==> src/rtl/prof_uart_tx.sv <==
// prof_uart_tx: snapshots the 32-bit profile count on request and sends it MSB byte first as 8N1 UART frames.
// Latency: start bit is driven from the same edge that accepts the request; a dump lasts 40*CLKS_PER_BIT cycles (50 with checksum).
// Backpressure: none; requests while busy are dropped, and a held request re-arms once P_Busy is low.
//
// Ports:
//   clk        - system clock, rising edge
//   reset      - synchronous, active-high
//   P_Count    - live profile count, captured when a dump starts
//   P_Dump_Req - level-sampled dump request
//   P_Tx       - UART serial output, idle high
//   P_Busy     - high while a dump is in progress
//   P_Done     - one-cycle pulse after the final stop bit
//
// Build option: define PROF_TX_CHECKSUM_EN to append a fifth frame holding the XOR of the four count bytes.

module prof_uart_tx #(
  parameter int CLKS_PER_BIT = 868
) (
  input  logic        clk,
  input  logic        reset,
  input  logic [31:0] P_Count,
  input  logic        P_Dump_Req,
  output logic        P_Tx,
  output logic        P_Busy,
  output logic        P_Done
);

  // A clog2(CLKS_PER_BIT)-bit counter always holds CLKS_PER_BIT-1.
  localparam int TW = (CLKS_PER_BIT > 2) ? $clog2(CLKS_PER_BIT) : 1;
  localparam logic [TW-1:0] BIT_RELOAD = TW'(CLKS_PER_BIT - 1);

`ifdef PROF_TX_CHECKSUM_EN
  localparam int NBYTES = 5;
`else
  localparam int NBYTES = 4;
`endif
  localparam int BIW = $clog2(NBYTES);
  localparam logic [BIW-1:0] LAST_BYTE = BIW'(NBYTES - 1);

  typedef enum logic [1:0] {
    IDLE,
    START,
    DATA,
    STOP
  } state_t;

  state_t          state;
  logic [31:0]     snap;
  logic [BIW-1:0]  byte_idx;
  logic [2:0]      bit_idx;
  logic [TW-1:0]   bit_timer;

  // Bytes of the dump in transmit order, all derived from the frozen snapshot.
  logic [7:0] frame_bytes [NBYTES];
  logic [7:0] cur_byte;

  always_comb begin
    frame_bytes[0] = snap[31:24];
    frame_bytes[1] = snap[23:16];
    frame_bytes[2] = snap[15:8];
    frame_bytes[3] = snap[7:0];
`ifdef PROF_TX_CHECKSUM_EN
    frame_bytes[4] = snap[31:24] ^ snap[23:16] ^ snap[15:8] ^ snap[7:0];
`endif
  end

  always_comb begin
    cur_byte = frame_bytes[byte_idx];
  end

  always_ff @(posedge clk) begin
    if (reset) begin
      state     <= IDLE;
      snap      <= 32'h0;
      byte_idx  <= '0;
      bit_idx   <= 3'd0;
      bit_timer <= '0;
      P_Tx      <= 1'b1;
      P_Busy    <= 1'b0;
      P_Done    <= 1'b0;
    end else begin
      P_Done <= 1'b0;

      case (state)
        IDLE: begin
          P_Tx <= 1'b1;
          // Accepting edge already drives the start bit, so the start bit
          // spans this edge plus CLKS_PER_BIT-1 timer decrements.
          if (P_Dump_Req && !P_Busy) begin
            snap      <= P_Count;
            byte_idx  <= '0;
            bit_idx   <= 3'd0;
            bit_timer <= BIT_RELOAD;
            P_Tx      <= 1'b0;
            P_Busy    <= 1'b1;
            state     <= START;
          end
        end

        START: begin
          if (bit_timer != '0) begin
            bit_timer <= bit_timer - TW'(1);
          end else begin
            bit_timer <= BIT_RELOAD;
            bit_idx   <= 3'd0;
            P_Tx      <= cur_byte[0];
            state     <= DATA;
          end
        end

        DATA: begin
          if (bit_timer != '0) begin
            bit_timer <= bit_timer - TW'(1);
          end else begin
            bit_timer <= BIT_RELOAD;
            if (bit_idx == 3'd7) begin
              P_Tx  <= 1'b1;
              state <= STOP;
            end else begin
              bit_idx <= bit_idx + 3'd1;
              P_Tx    <= cur_byte[bit_idx + 3'd1];
            end
          end
        end

        STOP: begin
          if (bit_timer != '0) begin
            bit_timer <= bit_timer - TW'(1);
          end else if (byte_idx == LAST_BYTE) begin
            // Busy drops here; the following IDLE cycle is the earliest
            // point a new request can be accepted.
            P_Tx   <= 1'b1;
            P_Busy <= 1'b0;
            P_Done <= 1'b1;
            state  <= IDLE;
          end else begin
            // Next frame starts immediately, no idle gap between frames.
            byte_idx  <= byte_idx + BIW'(1);
            bit_timer <= BIT_RELOAD;
            P_Tx      <= 1'b0;
            state     <= START;
          end
        end

        default: begin
          P_Tx   <= 1'b1;
          P_Busy <= 1'b0;
          state  <= IDLE;
        end
      endcase
    end
  end

endmodule

==> config.mk <==
export PLATFORM = sky130hd
export DESIGN_NAME = prof_uart_tx
export DESIGN_NICKNAME = d
export VERILOG_FILES = /design/src/rtl/prof_uart_tx.sv
export SDC_FILE = /design/constraint.sdc
export NUM_CORES = 1
export LEC_CHECK = 0
export BUFFER_PORTS_ARGS = -buffer_cell sky130_fd_sc_hd__buf_2
export CAP_MARGIN = 20
export CORE_MARGIN = 5
export CORE_UTILIZATION = 45
export DETAILED_ROUTE_END_ITERATION = 8
export PLACE_DENSITY = 0.69
export SYNTH_ARGS = -nofsm -noshare
export SYNTH_HDL_FRONTEND = slang
export SYNTH_SLANG_ARGS = --single-unit
==> constraint.sdc <==
create_clock -name clk -period 2.9 [get_ports clk]
set_clock_uncertainty 0.1 [all_clocks]
set_input_delay 0.87 -clock clk [delete_from_list [all_inputs] [get_ports clk]]
set_output_delay 0.87 -clock clk [all_outputs]
set_load 0.01 [all_outputs]
# Word level (Yosys, flattened, before mapping)
# Cells that the tools add are included.
# word_totals
register_bits,52
inputBits,35
out_inout_bits,3
wordCells,81
# op_classes
add_sub_neg,3
n_lt_le_gt_ge,2
eq_ne,14
n_mux,37
bitwise_logic,2
reduce_logical,15
# op_table
cell,count
10-bit 2-to-1 mux,4
10-bit case mux with 3 select lines,1
8-bit binary-select mux with 2-bit select,1
2-bit 2-to-1 mux,8
8-bit 2-to-1 mux,2
"2-bit inequality test, second input constant",8
3-bit 2-to-1 mux,4
1-bit 2-to-1 mux,11
5-bit AND reduction,2
10-bit nonzero test,1
"10-bit by 1-bit subtractor with 10-bit output, second input constant",1
3-bit case mux with 3 select lines,1
2-bit case mux with 4 select lines,1
4-bit AND reduction,2
"2-bit == test, second input constant",3
"3-bit by 4-bit < comparator with 1-bit output, second input constant",1
1-bit case mux with 4 select lines,1
2-bit case mux with 2 select lines,1
2-bit AND reduction,2
"3-bit by 1-bit adder with 3-bit output, second input constant",1
1-bit binary-select mux with 3-bit select,1
"3-bit == test, second input constant",1
"3-bit greater-or-equal comparator, second input constant",1
"3-bit inequality test, second input constant",1
other kinds (13),13

# Longest topological paths before layout
# Gate-level depths: netlist (run 1).
# logic_depth
depth_word,9
ltp_mapped,8
depth_no_buf,7

# Worst setup path after synthesis (run 1)
# No wires, ideal clock.
# synth_path
kind,input to register
from,input port reset
to,register P_Tx
setup_time_ns,0.122
t_arrival_ns,1.968
required_ns,2.678
setup_slack_ns,0.710
cell_stages,5
path_buffers,1
cell_sequence,clkbuf_1 or3_1 a221oi_1 o21ai_0 o32a_1
# synth_lines
element,line,source
"start, declared",20,"input logic reset,"
"end signal, assigned",106,P_Tx <= cur_byte[0];
"end signal, assigned",121,P_Tx <= cur_byte[bit_idx + 3'd1];
"end, declared",23,"output logic P_Tx,"

# Final worst setup path (run 1)
# layout_path
from,register bit_idx[0]
to,register P_Tx
# layout_via
elab_chain_len,6
elab_cells_between_ends,7
cone_classes,add/sub (1); eq/ne (1); mux (5)
# layout_lines
element,line,source
"start, declared",50,logic [2:0] bit_idx;
"start signal, assigned",120,bit_idx <= bit_idx + 3'd1;
3-bit by 1-bit adder with 3-bit output,121,
1-bit binary-select mux with 3-bit select,121,
1-bit 2-to-1 mux (implied by the code),121,
1-bit 2-to-1 mux (*),116,if (bit_idx == 3'd7) begin
1-bit 2-to-1 mux (*),112,if (bit_timer != '0) begin
1-bit case mux with 4 select lines (*),84,case (state)
# Every way passes the cells marked *; elsewhere a longest branch is shown, timed or not. The select of a mux whose other input is x is not followed.
# A chain may end at the register's enable or synchronous reset.

==> results.py, run 1 <==
metrics = {
    "cells_and_area": {
        "fillers": 538,
        "areaGrowthSynthToFinish_pct": 14.4,
        "fin_util": 0.532,
        "num-nets-final": 380,
        "layout-drive-gt1-share": 0.193,
        "antenna_cells": 0,
        "regArea_um2": 1040,
        "stdcell_area_um2": 2930,
        "multiInputGateArea_um2": 1420,
    },
    "route": {
        "antenna_left": 0,
        "drc_errors": 0,
        "drt-total-wl_um": 5650,
        "vias": 2230,
        "drt-initial-drc-count": 102,
        "routed_via_density": 5.45,
        "wl_per_cell_um": 13.8,
        "drt_first_pass_iters": 4,
    },
    "global_route": {
        "gr-total-overflow": 0,
        "grt_max_degree": 53,
        "antenna_found_initial": 0,
        "grt_pass1_wl_um": 9640,
        "track_usage": 0.160,
        "grt_pass1_vias": 2073,
    },
    "pwr": {
        "cell_internal_pwr_mw": 1.68,
        "p_per_area_nw_per_um2": 937,
        "power_switching_mw": 1.06,
        "p_leak_nw": 1.12,
        "combPwrFrac": 0.419,
        "clockPowerShare": 0.206,
        "sw_frac_of_total": 0.386,
        "seqPwrFrac": 0.375,
        "ir_drop_v": 0.000423,
    },
    "setup_path": {
        "setup.worst_path.end_class": "flop",
        "cp-start-kind": "flop",
        "cp_max_fo": 10,
        "reg2reg_from": "bit_idx[0]",
        "worst_ep_required_time_ps": 2990,
        "r2r_end": "P_Tx",
        "rr_worst_depth": 5,
        "timing.reg2reg.setup_slack_ps": 590,
        "crit_arrival_ps": 2390,
        "path_class": "flop to flop",
    },
    "synthesis": {
        "synthesis.area_um2": 2560,
        "synthArstFlopShare": 0,
        "syn_inst": 307,
        "synth_cell_type_count": 44,
        "ys_ff_latch": 52,
        "yosysTopAreaCellShare": 0.407,
        "synth_top_area_cell": "dfxtp_1",
        "synth_nets": 350,
        "synth_area_leaders": "dfxtp_1 41%, nand2_1 10%, a21oi_1 9.0%, mux4_2 5.3%, ha_1 3.9%",
        "synth_edf_count": 0,
        "yosysMostFrequentCell": "nand2_1",
        "yosys_warnings": 0,
        "synthFlopType": "dfxtp_1",
        "avgSynthCellArea_um2": 8.34,
        "yosysSeqAreaShare": 0.407,
        "synthTopCellsByCount": "69 x nand2_1, 52 x dfxtp_1, 46 x a21oi_1",
    },
    "clock_network": {
        "clock_latency_ps": 300,
        "htreeDepth": 2,
        "cts_tree": "built",
        "clockBufferDepth": 2,
        "clockRootBuffer": "clkbuf_8",
        "clkSinkCount": 52,
        "hold_buffers": 0,
        "cts_setup_buffers": 0,
        "cts_resized": 0,
        "numCtsBuffers": 5,
        "clk_pin_slew_ps": 90,
    },
    "floorplan": {
        "die_area_um2": 7300,
        "ios": 38,
        "rows": 27,
        "initial_utilization": 0.465,
        "dieHeight_um": 85.4,
        "die_w_um": 85.4,
        "coreArea_um2": 5510,
    },
    "place": {
        "place_ws_ps": 625,
        "gp_congestion": 0.831,
        "dpl_cell_area_um2": 2800,
        "post-dp-hpwl_um": 4040,
        "port_buffers": 37,
    },
    "timing": {
        "tns_ps": 0,
        "setup_ws_ps": 594,
        "slew_viol_final": 0,
        "tightest_slew_ps": 649,
        "final.period_utilization": 0.795,
        "max_slew_margin": 0.567,
        "fin_crit_ps": 2310,
        "rsz0062_at_grt": "no",
        "hold_viol": 0,
        "fmax_ghz": 0.434,
        "setup_viol": 0,
    },
    "outcome": {
        "status": "completed",
    },
    "flow_run": {
        "maxCapViolCount": 0,
    },
    "hold_path": {
        "min_to": "frame_bytes[10]",
        "hold_depth": 2,
        "hp-start": "frame_bytes[10]",
        "min_path_type": "flop to flop",
    },
}
logic make-up (layout without fill, tap and decap cells):
family                   count (synthesis)  count (layout)  share of synthesized area
AND/OR/NAND/NOR                        126             126                      0.237
AO/OA/AOI/OAI                           81              81                      0.190
multiplexers                            15              15                     0.0885
adder cells (fa/ha/maj)                  8               8                     0.0391
flip-flops                              52              52                      0.407
buffers and inverters                   25              55                     0.0386
power by group through the flow:
stage	clock network (mW)	registers, mW	logic, mW
after floorplan	0	1.00	0.898
after CTS	0.578	1.03	1.15
after global routing	0.611	1.05	1.30
after detailed placement	0	1.04	1.15
final	0.565	1.03	1.15
after global placement	0	1.04	1.13
flip-flops by register name, summed over array words and instances, names as in the netlist:
register / cells
byte_idx: 2
P_Done: 1
state: 2
frame_bytes: 32
P_Busy: 1
bit_timer: 10
bit_idx: 3
P_Tx: 1
area by class of cell:
type,instances,share of cell area
clock buffer,5,0.0235
timing repair buffer,42,0.0761
tap,72,0.0308
inverter,6,0.00769
clock inverter,2,0.0205
multi-input combinational,230,0.486
sequential,52,0.356
metrics by stage:
| stage | hold slack [ps] | std cells | power [mW] |
|---|---|---|---|
| 6_report | 358 | 409 | 2.74 |
| 5_1_grt | 379 | 409 | 2.96 |
| 3_3_place_gp | 346 | 402 | 2.17 |
| 3_5_place_dp | 348 | 402 | 2.19 |
| 4_1_cts | 361 | 409 | 2.76 |
| 2_1_floorplan | 333 | 307 | 1.90 |
critical path: stages (launching register included):
cell and delay, ps:
dfxtp_1 600, ha_1 350, mux4_2 520, nor3b_1 200, nor4bb_1 80, o32a_1 340
layout by cell type (no fill, tap or decap), types with 6 or more instances in the layout:
cell,instances
nor3_1,7
dfxtp_1,52
buf_2,37
inv_1,6
mux4_2,6
a21oi_1,46
o21ai_0,10
nor2_1,16
mux2i_1,8
nor2b_1,6
ha_1,8
nand2_1,69
how the worst max path moves through the flow:
| stage | start | to | cells past startpoint |
|---|---|---|---|
| floorplan | reset | P_Tx | 5 |
| global placement | bit_idx[0] | P_Tx | 5 |
| detailed placement | bit_idx[0] | P_Tx | 5 |
| CTS | bit_idx[0] | P_Tx | 5 |
| global route | bit_idx[0] | P_Tx | 5 |
| finish | bit_idx[0] | P_Tx | 5 |
layer usage:
layer,GRT usage,vias to the layer above,routed length (um)
li1,-,1140,-
met4,0.0388,0,58
met5,0,-,0
met2,0.254,51,2620
met3,0.0330,6,240
met1,0.222,1033,2720
(Power assumes the default switching activity.)
==> inputs of run 2 (changes only) <==
- clock period: 2.9 -> 2.3 ns (I/O delays scaled with it)
==> run 2 against run 1 <==
Effect of this change:
- die area is the same
- design area grew 2.1%
- fmax grew 11%
- power grew 27%
- non-clock buffer count grew 10
- via count grew 0.31%
- register-to-register slack lost 370 ps
- critical path depth is the same
==> results.py, run 2 (synthesized netlist as in run 1, its figures left out) <==
metrics = {
    "outcome": {
        "status": "completed",
    },
    "setup_path": {
        "slowest_stage": "mux4_2",
        "path_class": "flop to flop",
        "setup.worst_path.end_class": "flop",
        "cp-start-kind": "flop",
        "crit_arrival_ps": 2180,
        "worst_ep_required_time_ps": 2410,
        "path_buf_inv": 0,
        "cp_max_fo": 6,
        "path_delay_family": "multiplexers",
        "max_stage_delay_ps": 540,
        "crit_chain": "ha_1 > mux4_2 > nor3b_1 > nor4bb_1 > o32a_1",
    },
    "global_route": {
        "grt.busiest_layer": "met2",
        "groute.layer.met1.usage": 0.216,
        "track_usage": 0.162,
        "grtUsageMet2": 0.266,
        "grt_pass1_wl_um": 9780,
        "grt_use_met3": 0.0408,
        "antenna_found_initial": 0,
        "grt_max_degree": 53,
        "gr-total-overflow": 0,
        "grt_pass1_vias": 2143,
    },
    "floorplan": {
        "ios": 38,
        "rows": 27,
        "dieHeight_um": 85.4,
        "coreArea_um2": 5510,
        "die_area_um2": 7300,
        "initial_utilization": 0.465,
        "die_w_um": 85.4,
    },
    "route": {
        "drt-total-wl_um": 5770,
        "wl_per_cell_um": 13.7,
        "vias": 2237,
        "antenna_left": 0,
        "drt_first_pass_iters": 4,
        "drc_errors": 0,
        "routed_via_density": 5.33,
        "drt-initial-drc-count": 104,
    },
    "cells_and_area": {
        "mostFrequentLayoutCells": "69 x nand2_1, 52 x dfxtp_1, 46 x a21oi_1",
        "antenna_cells": 0,
        "layout-drive-gt1-share": 0.218,
        "final_common_cell": "nand2_1",
        "num-nets-final": 390,
        "largest_register_ffs": 32,
        "fin_util": 0.543,
        "areaGrowthSynthToFinish_pct": 16.8,
    },
    "timing": {
        "final.period_utilization": 0.901,
        "setup_viol": 0,
        "slew_viol_final": 0,
        "rsz0062_at_grt": "no",
        "tns_ps": 0,
        "tightest_slew_ps": 638,
        "fin_crit_ps": 2070,
        "fmax_ghz": 0.482,
        "hold_viol": 0,
        "max_slew_margin": 0.571,
    },
    "clock_network": {
        "numCtsBuffers": 5,
        "clkSinkCount": 52,
        "clockBufferDepth": 2,
        "clk_pin_slew_ps": 100,
        "cts_setup_buffers": 0,
        "cts_tree": "built",
        "hold_buffers": 0,
        "htreeDepth": 2,
        "clock_latency_ps": 310,
        "clockRootBuffer": "clkbuf_8",
        "cts_resized": 0,
    },
    "hold_path": {
        "min_path_type": "flop to flop",
    },
    "pwr": {
        "p_leak_nw": 1.16,
        "power_mw": 3.48,
        "ir_drop_v": 0.000574,
        "p_per_area_nw_per_um2": 1160,
    },
    "place": {
        "gp_congestion": 0.819,
        "post-dp-hpwl_um": 4210,
        "port_buffers": 37,
    },
    "flow_run": {
        "maxCapViolCount": 0,
    },
}
-- run 2: path summary, 6_finish.rpt --
path	start	end	slack (ps)	cells after the start
hold / removal	frame_bytes[8]	frame_bytes[8]	360	2
setup reg to reg	bit_idx[0]	P_Tx	230	5
setup / recovery	bit_idx[0]	P_Tx	230	5
hold reg to reg	frame_bytes[8]	frame_bytes[8]	360	2
-- run 2: routing by layer --
metal	up-vias	part of all wire
met1	1026	0.49
met3	5	0.047
met4	0	0.0069
met2	42	0.45
met5	-	0
li1	1164	-
-- run 2: where the power goes --
| part | switching [mW] | total [mW] | internal (mW) |
|---|---|---|---|
| combinational | 0.890 | 1.54 | 0.652 |
| sequential | 0.182 | 1.29 | 1.11 |
| clock | 0.320 | 0.649 | 0.328 |
-- run 2: stage by stage --
step                instances  cell area (um2)  hold slack, ps  setup slack, ps
finish                    420             2990             360              227
global route              420             2990             388             73.7
CTS                       420             2990             362              214
detailed placement        412             2870             347              229
global placement          412             2870             342              282
floorplan                 307             2560             333              244
-- run 2: area by class of cell --
class | instances | area [um2]
sequential | 52 | 1040
multi-input combinational | 230 | 1420
timing repair buffer | 52 | 298
inverter | 6 | 22.5
clock inverter | 3 | 46.3
tap | 72 | 90.1
clock buffer | 5 | 68.8
fill | 520 | 2520
-- run 2: worst register-to-register path, delay by kind of cell (launching register included) --
family | cells | cell delay (ps)
muxes | 1 | 540
DFF | 1 | 330
AOI/OAI and AO/OA | 1 | 330
and+or+nand+nor | 2 | 260
adders and majority gates | 1 | 420
==> inputs of run 3 (changes only) <==
- ABC_AREA: unset -> 1
- SLEW_MARGIN: unset -> 10
==> run 3 against run 2 <==
Effect of this change:
- critical path depth rose by 4
- worst setup slack improved by 120 ps
- global-route usage rose by 0.53 points
- final cell count rose by 14%
- first-iteration DRC count rose by 62%
- largest power group unchanged
- critical endpoint is now bit_timer[2]
- core utilization fell by 0.74 points
- synthesized cell count rose by 21%
- sequential share of layout area rose by 0.26 points
- design area fell by 0.75%
==> results.py, run 3 <==
metrics = {
    "clock_network": {
        "clkSinkCount": 52,
        "clock_latency_ps": 310,
        "cts_resized": 0,
        "clk_pin_slew_ps": 90,
        "cts_tree": "built",
        "hold_buffers": 0,
        "clockBufferDepth": 2,
        "htreeDepth": 2,
        "numCtsBuffers": 5,
        "cts_setup_buffers": 0,
        "clockRootBuffer": "clkbuf_8",
    },
    "timing": {
        "rsz0062_at_grt": "no",
        "fin_crit_ps": 1960,
        "hold_viol": 0,
        "setup_viol": 0,
        "tightest_slew_ps": 517,
        "tns_ps": 0,
        "final.period_utilization": 0.851,
        "max_slew_margin": 0.655,
        "fmax_ghz": 0.511,
        "slew_viol_final": 0,
    },
    "route": {
        "drt-initial-drc-count": 168,
        "routed_via_density": 5.03,
        "drt-total-wl_um": 5810,
        "drc_errors": 0,
        "antenna_left": 0,
        "vias": 2410,
        "drt_first_pass_iters": 4,
        "wl_per_cell_um": 12.1,
    },
    "synthesis": {
        "yosys_warnings": 0,
        "yosysMostFrequentCell": "nand2_1",
        "synth_top_family_by_area": "simple AND/OR/NAND/NOR gates",
        "synth_mux_area_frac": 0,
        "synthFlopType": "dfxtp_1",
        "syn_inst": 372,
        "yosysTopAreaCellShare": 0.403,
        "synth-simple-area-share": 0.265,
        "synthAdderAreaFrac": 0.0387,
        "synthTopCellsByCount": "71 x nand2_1, 52 x dfxtp_1, 50 x inv_1",
        "synth_area_leaders": "dfxtp_1 40%, nand2_1 10%, a21oi_1 8.1%, o21ai_0 8.1%, inv_1 7.3%",
        "synth_edf_count": 0,
        "synth_nets": 415,
        "synth_top_area_cell": "dfxtp_1",
        "synthesis.area_um2": 2590,
        "synth_cell_type_count": 28,
        "ys_ff_latch": 52,
        "synthArstFlopShare": 0,
        "synth-compound-area-share": 0.178,
        "yosysSeqAreaShare": 0.403,
        "avgSynthCellArea_um2": 6.95,
        "synth_xor_area_frac": 0.0169,
    },
    "global_route": {
        "grt_pass1_vias": 2291,
        "grt_max_degree": 57,
        "track_usage": 0.167,
        "grt_pass1_wl_um": 10100,
        "gr-total-overflow": 0,
        "antenna_found_initial": 0,
    },
    "setup_path": {
        "crit_arrival_ps": 2070,
        "cp_max_fo": 9,
        "r2r_end": "bit_timer[2]",
        "setup.worst_path.end_class": "flop",
        "slowest_stage": "dfxtp_1",
        "timing.reg2reg.setup_slack_ps": 340,
        "cp-start-kind": "flop",
        "crit_path_end": "bit_timer[2]",
        "rr_worst_depth": 9,
        "worst_ep_required_time_ps": 2410,
        "path_class": "flop to flop",
        "crit_chain": "ha_1 > nand2_1 > inv_1 > nand4_1 > nand2_2 > inv_2 > nand2_1 > xor2_1 > nor2_1",
        "cp_common_cell": "nand2_1",
        "reg2reg_from": "state[0]",
        "crit_path_start": "state[0]",
        "max_stage_delay_ps": 430,
    },
    "cells_and_area": {
        "layout-drive-gt1-share": 0.155,
        "largest_register_ffs": 32,
        "fillers": 583,
        "antenna_cells": 0,
        "regArea_um2": 1040,
        "stdcell_area_um2": 2970,
        "mostFrequentLayoutCells": "71 x nand2_1, 52 x dfxtp_1, 50 x inv_1",
        "multiInputGateArea_um2": 1290,
        "areaGrowthSynthToFinish_pct": 14.7,
        "final_common_cell": "nand2_1",
        "num-nets-final": 449,
    },
    "floorplan": {
        "rows": 27,
        "initial_utilization": 0.467,
        "dieHeight_um": 85.8,
        "die_w_um": 85.8,
        "ios": 38,
        "die_area_um2": 7360,
        "coreArea_um2": 5540,
    },
    "pwr": {
        "p_leak_nw": 1.38,
        "ir_drop_v": 0.000801,
        "p_per_area_nw_per_um2": 1300,
    },
    "place": {
        "dpl_cell_area_um2": 2860,
        "post-dp-hpwl_um": 4090,
        "port_buffers": 37,
        "gp_congestion": 0.846,
    },
    "flow_run": {
        "maxCapViolCount": 0,
    },
    "hold_path": {
        "min_path_type": "flop to flop",
        "hp-start": "frame_bytes[21]",
    },
    "outcome": {
        "status": "completed",
    },
}
run 3: final cells by class:
type,instances,area share
clock inverters,2,0.0118
well taps,72,0.0304
clock buffers,6,0.0245
repair buffers,42,0.0835
multi-input cells,254,0.434
flip-flops and latches,52,0.351
inverters,51,0.0645
run 3: worst max-delay path: cells and delay by family, from the launching register on:
kind / cells / cell delay (ps)
xor gates and xnor gates: 1 / 140
and+or+nand+nor: 5 / 610
buffers and inverters: 2 / 190
DFF: 1 / 430
adders and majority gates: 1 / 370
run 3: routing by layer:
layer / vias to the layer above / global-route usage / wire, um
met1: 1084 / 0.223 / 2810
met5: - / 0 / 0
met2: 56 / 0.270 / 2590
met3: 7 / 0.0346 / 330
li1: 1263 / - / -
met4: 0 / 0.0518 / 70
run 3: how the worst min path moves through the flow:
stage                       to  slack [ps]  depth (start not counted)
3_5_place_dp   frame_bytes[21]         340                          2
4_1_cts        frame_bytes[26]         360                          2
5_1_grt         frame_bytes[9]         380                          2
3_3_place_gp   frame_bytes[15]         340                          2
6_report       frame_bytes[21]         360                          2
2_1_floorplan   frame_bytes[1]         330                          2
run 3: kinds of logic after synthesis:
| family | after synthesis |
|---|---|
| fa+ha+maj | 8 |
| compound gates | 88 |
| simple gates | 153 |
| xor+xnor | 5 |
| buf+inv | 66 |
| flops | 52 |
run 3: report_power, final:
part,internal [mW],leakage [nW],switching [mW],total (mW)
clock network,0.323,0.0552,0.296,0.620
logic,0.703,0.891,1.18,1.88
registers,1.20,0.429,0.160,1.36
run 3: per-stage QoR:
step / setup WS (ps) / std cells / utilization / total power [mW] / hold slack [ps]
final: 342 / 479 / 0.535 / 3.86 / 355
after global routing: 123 / 479 / 0.535 / 4.24 / 380
after CTS: 334 / 479 / 0.535 / 3.88 / 357
after detailed placement: 311 / 471 / 0.516 / 3.24 / 344
after global placement: 317 / 471 / 0.516 / 3.20 / 340
after floorplan: 544 / 372 / - / 2.83 / 329
